<file path="config.mk">
export PLATFORM = sky130hd
export DESIGN_NAME = if_id_buffer
export DESIGN_NICKNAME = d
export VERILOG_FILES = /design/src/rtl/if_id_buffer_pkg.sv /design/src/rtl/if_id_buffer.sv
export SDC_FILE = /design/constraint.sdc
export NUM_CORES = 1
export LEC_CHECK = 0
export ABC_AREA = 1
export CORE_AREA = 5 5 104 106
export DETAILED_ROUTE_END_ITERATION = 7
export DIE_AREA = 0 0 109 111
export GPL_TIMING_DRIVEN = 0
export HOLD_SLACK_MARGIN = 0.06
export PLACE_DENSITY = 0.9
export SLEW_MARGIN = 0
export SYNTH_ARGS = -nofsm -noshare
export SYNTH_HDL_FRONTEND = slang
export SYNTH_SLANG_ARGS = --single-unit
export TNS_END_PERCENT = 30
</file>
<file path="constraint.sdc">
create_clock -name clk -period 6.96 [get_ports clk]
set_input_delay 1.392 -clock clk [delete_from_list [all_inputs] [get_ports clk]]
set_output_delay 1.392 -clock clk [all_outputs]
set_load 0.02 [all_outputs]
</file>
<file path="src/rtl/if_id_buffer_pkg.sv">
// Shared processor constants for the fetch/decode boundary.
// Widths, reset PC, immediate-flag bit, NOP word and buffer states.
package if_id_buffer_pkg;

    localparam int          INSTR_W  = 16;
    localparam int          PC_W     = 32;
    localparam logic [31:0] RESET_PC = 32'd32;
    localparam int          IMM_BIT  = 15;
    localparam logic [15:0] NOP      = 16'h0000;

    typedef enum logic {
        S_OPCODE = 1'b0,
        S_IMM    = 1'b1
    } state_e;

endpackage

</file>
<file path="src/rtl/if_id_buffer.sv">
// IF/ID pipeline buffer: assembles one- or two-word instructions
// from the fetch stream and presents them to decode.
module if_id_buffer #(
    parameter int              INSTR_W  = if_id_buffer_pkg::INSTR_W,
    parameter int              PC_W     = if_id_buffer_pkg::PC_W,
    parameter logic [PC_W-1:0] RESET_PC = PC_W'(if_id_buffer_pkg::RESET_PC)
) (
    input  logic               clk,
    input  logic               rst,
    input  logic [INSTR_W-1:0] instr_in,
    input  logic [PC_W-1:0]    pc_in,
    input  logic               fetch_valid,
    input  logic               stall,
    input  logic               flush,
    output logic [INSTR_W-1:0] ir_out,
    output logic [INSTR_W-1:0] imm_out,
    output logic [PC_W-1:0]    pc_out,
    output logic               valid_out,
    output logic               fetch_hold
);

    import if_id_buffer_pkg::*;

    state_e             state_q, state_d;
    logic [INSTR_W-1:0] ir_q, ir_d;
    logic [INSTR_W-1:0] imm_q, imm_d;
    logic [PC_W-1:0]    pc_q, pc_d;
    logic               valid_q, valid_d;
    logic [INSTR_W-1:0] pend_ir_q, pend_ir_d;
    logic [PC_W-1:0]    pend_pc_q, pend_pc_d;

    assign fetch_hold = stall & ~flush;

    always_comb begin
        state_d   = state_q;
        ir_d      = ir_q;
        imm_d     = imm_q;
        pc_d      = pc_q;
        valid_d   = valid_q;
        pend_ir_d = pend_ir_q;
        pend_pc_d = pend_pc_q;
        if (flush) begin
            // pc_out keeps its last value; only the instruction is squashed
            state_d   = S_OPCODE;
            ir_d      = INSTR_W'(NOP);
            imm_d     = '0;
            valid_d   = 1'b0;
            pend_ir_d = '0;
            pend_pc_d = '0;
        end else if (stall) begin
            state_d = state_q;
        end else if (!fetch_valid) begin
            valid_d = 1'b0;
        end else begin
            unique case (state_q)
                S_OPCODE: begin
                    if (instr_in[IMM_BIT]) begin
                        pend_ir_d = instr_in;
                        pend_pc_d = pc_in;
                        valid_d   = 1'b0;
                        state_d   = S_IMM;
                    end else begin
                        ir_d    = instr_in;
                        pc_d    = pc_in;
                        imm_d   = '0;
                        valid_d = 1'b1;
                    end
                end
                S_IMM: begin
                    ir_d    = pend_ir_q;
                    pc_d    = pend_pc_q;
                    imm_d   = instr_in;
                    valid_d = 1'b1;
                    state_d = S_OPCODE;
                end
                default: state_d = S_OPCODE;
            endcase
        end
    end

    always_ff @(posedge clk or posedge rst) begin
        if (rst) begin
            state_q   <= S_OPCODE;
            ir_q      <= '0;
            imm_q     <= '0;
            pc_q      <= RESET_PC;
            valid_q   <= 1'b0;
            pend_ir_q <= '0;
            pend_pc_q <= '0;
        end else begin
            state_q   <= state_d;
            ir_q      <= ir_d;
            imm_q     <= imm_d;
            pc_q      <= pc_d;
            valid_q   <= valid_d;
            pend_ir_q <= pend_ir_d;
            pend_pc_q <= pend_pc_d;
        end
    end

    assign ir_out    = ir_q;
    assign imm_out   = imm_q;
    assign pc_out    = pc_q;
    assign valid_out = valid_q;

endmodule
</file>
==> run metrics <==
outcome finished, final reports clean; CTS tree done; Slew @ Worst Pin 629 ps; yosys warns 0; dpl hpwl 10500 um; largest net degree at the start of global routing 65; FP Rows 36; CTS max path bufs 2; WHS Endpoint pc_out[19]; Seq/Total Area, Yosys 0.562; r2r startpoint state_q; Setup Viol. Count Final 0; Resized cells post-CTS 0; Avg Vias per Cell 5.47; Seq cells post-synth 114; worst path required time 5570 ps; Seq pwr share 0.389; clk_lat worst skew 510 ps; min-delay src pc_out[19]; Pint 1390 uW; Worst Skew 6.28 ps; Worst Setup End Kind output port; Sinks on Clock Net 114; Syn-to-layout area delta 38.6%; drt first pass iters 6; fmax 0.228 GHz; worst-path maximum fanout 10; nets@finish 847; Pins Over Slew Limit 0; crit path DAT 2990 ps; io pins 119; CTS buffer count 17; main flop type after synthesis dfrtp_1; layout cells sized above 1 0.0768; routability cong. 0.915; Residual DRC 0; syn nets 709; drt total wl 15400 um; RSZ-0062 raised after global routing no; Detailed Route Iter0 Violations 406; CP max-delay cell clkdlybuf4s50_1; Clk pwr share 0.436; area leader, netlist dfrtp_1; WP depth 6; startpoint types input pin; delay-heaviest family, CP buffers and inverters; R2R depth 7; Hold Buf Count CTS 0; Initial Util 0.525; CTS root buffer clkbuf_8; EDFF count, synth 0; first-pass GRT wire length 25300 um; Yosys cell types 16; WHS Path Cells 2; setup bufs post-CTS 0; Leakage 0.00376 uW; fin crit period 4380 ps; Final ANT Viol Nets 0; top cells by area, synth dfrtp_1, nand2_1, nand3_1; CP peak stage delay 620 ps; Cell Area, Synth 5080 um2; WS Path Type input pin to output port; peak supply drop 0.000149 V; routed via count 5145; Reg-to-Reg End pc_out[4]; MaxCap Viol Count 0; Comb power frac 0.175; H-Tree Depth 4; cells after synthesis 656; Port Buffers 118; Commonest cells post-synth nand2_1, dfrtp_1, nand3_1; count leader, synth nand2_1; grt total ovfl 0; GRT Total Usage 0.261; clk slew on worst S/H paths 50 ps; setup TNS 0 ps; Hold Fails Final Rpt 0; core area 9680 um2; initial antenna violation count 1; slew margin rel. 0.581; Post-synth ARST share 1.00; switching pwr 551 uW; Sw Share 0.284; CP cell instances clkdlybuf4s50_1, inv_1, buf_2, nand2_1, inv_1, clkdlybuf4s50_1; final core occ 0.728; Die Y 111 um; Power Density 275 nW/um2; crit share post-route 0.630; R2R setup slack 5310 ps; die width 109 um; die area 12100 um2; Mapped Avg Cell Area 7.75 um2; number of global-route vias before repair 5327; path type of the worst min-delay path flop to flop; Worst Path Buf+Inv 5; Synth top area share 0.556; routed length per instance 16.3 um
[through the flow]
stage	hold slack, ps	setup WS [ps]	instance area [um2]	instances	total power (uW)
after floorplan	449	2550	5080	656	928
after global placement	460	1140	6430	907	1090
after detailed placement	461	2650	6460	908	1100
after CTS	479	2590	7040	940	1940
after global routing	493	2540	7050	941	2010
final	475	2580	7050	941	1940
[final cells by class]
type | count | area (um2)
Fill cell | 656 | 2640
Timing Repair Buffer | 119 | 1210
Sequential cell | 114 | 2850
Clock inverter | 14 | 155
Inverter | 7 | 28.8
Clock buffer | 18 | 428
Multi-Input combinational cell | 491 | 2000
Tap cell | 133 | 166
Antenna cell | 1 | 2.50
Buffer | 44 | 204
[sequential cells by signal, indices dropped and copies added (netlist names)]
signal / count
state_q: 1
pc_out: 32
imm_out: 16
pend_pc_q: 32
valid_out: 1
pend_ir_q: 16
ir_out: 16
[layout by cell type, fill, tap and decap left out, drive strengths merged]
cell type | netlist | final
nand2 | 407 | 407
clkdlybuf4s50 | 0 | 118
dfrtp | 113 | 113
nand3 | 49 | 49
clkbuf | 17 | 35
nand4 | 32 | 32
buf | 27 | 28
inv | 7 | 10
clkinvlp | 0 | 5
clkinv | 0 | 4
bufinv | 0 | 2
nor2 | 2 | 2
diode | 0 | 1
o21ai | 1 | 1
dfstp | 1 | 1
[power groups by stage]
stage                     Clock [uW]  Sequential (uW)  Combinational [uW]
final                            846              754                 340
after global placement             0              761                 326
after global routing             881              761                 365
after floorplan                    0              816                 112
after detailed placement           0              764                 336
after CTS                        846              753                 341
[worst register-to-register path: cells and delay by family (launching register included)]
family	cells	cell delay, ps
buffers and inverters	3	770
DFF	1	390
and+or+nand+nor	4	450
[worst max-delay path by stage]
stage,end,slack [ps],from
floorplan,imm_out[0],2550,rst
global placement,imm_out[8],1140,rst
detailed placement,fetch_hold,2650,flush
CTS,fetch_hold,2590,flush
global route,fetch_hold,2540,flush
finish,fetch_hold,2580,flush
[per-layer routing]
metal / GRT usage / up-vias / part of all wire
met4: 0.132 / 0 / 0.040
li1: - / 2343 / -
met2: 0.444 / 278 / 0.51
met5: 0 / - / 0
met3: 0.0524 / 65 / 0.071
met1: 0.308 / 2459 / 0.38
[cell families after synthesis]
group / count (synthesis) / share of synthesized area
simple gates: 490 / 0.392
flops: 114 / 0.562
buf+inv: 51 / 0.0453
compound gates: 1 / 0.000984
Power figures use the tool's default switching activity.
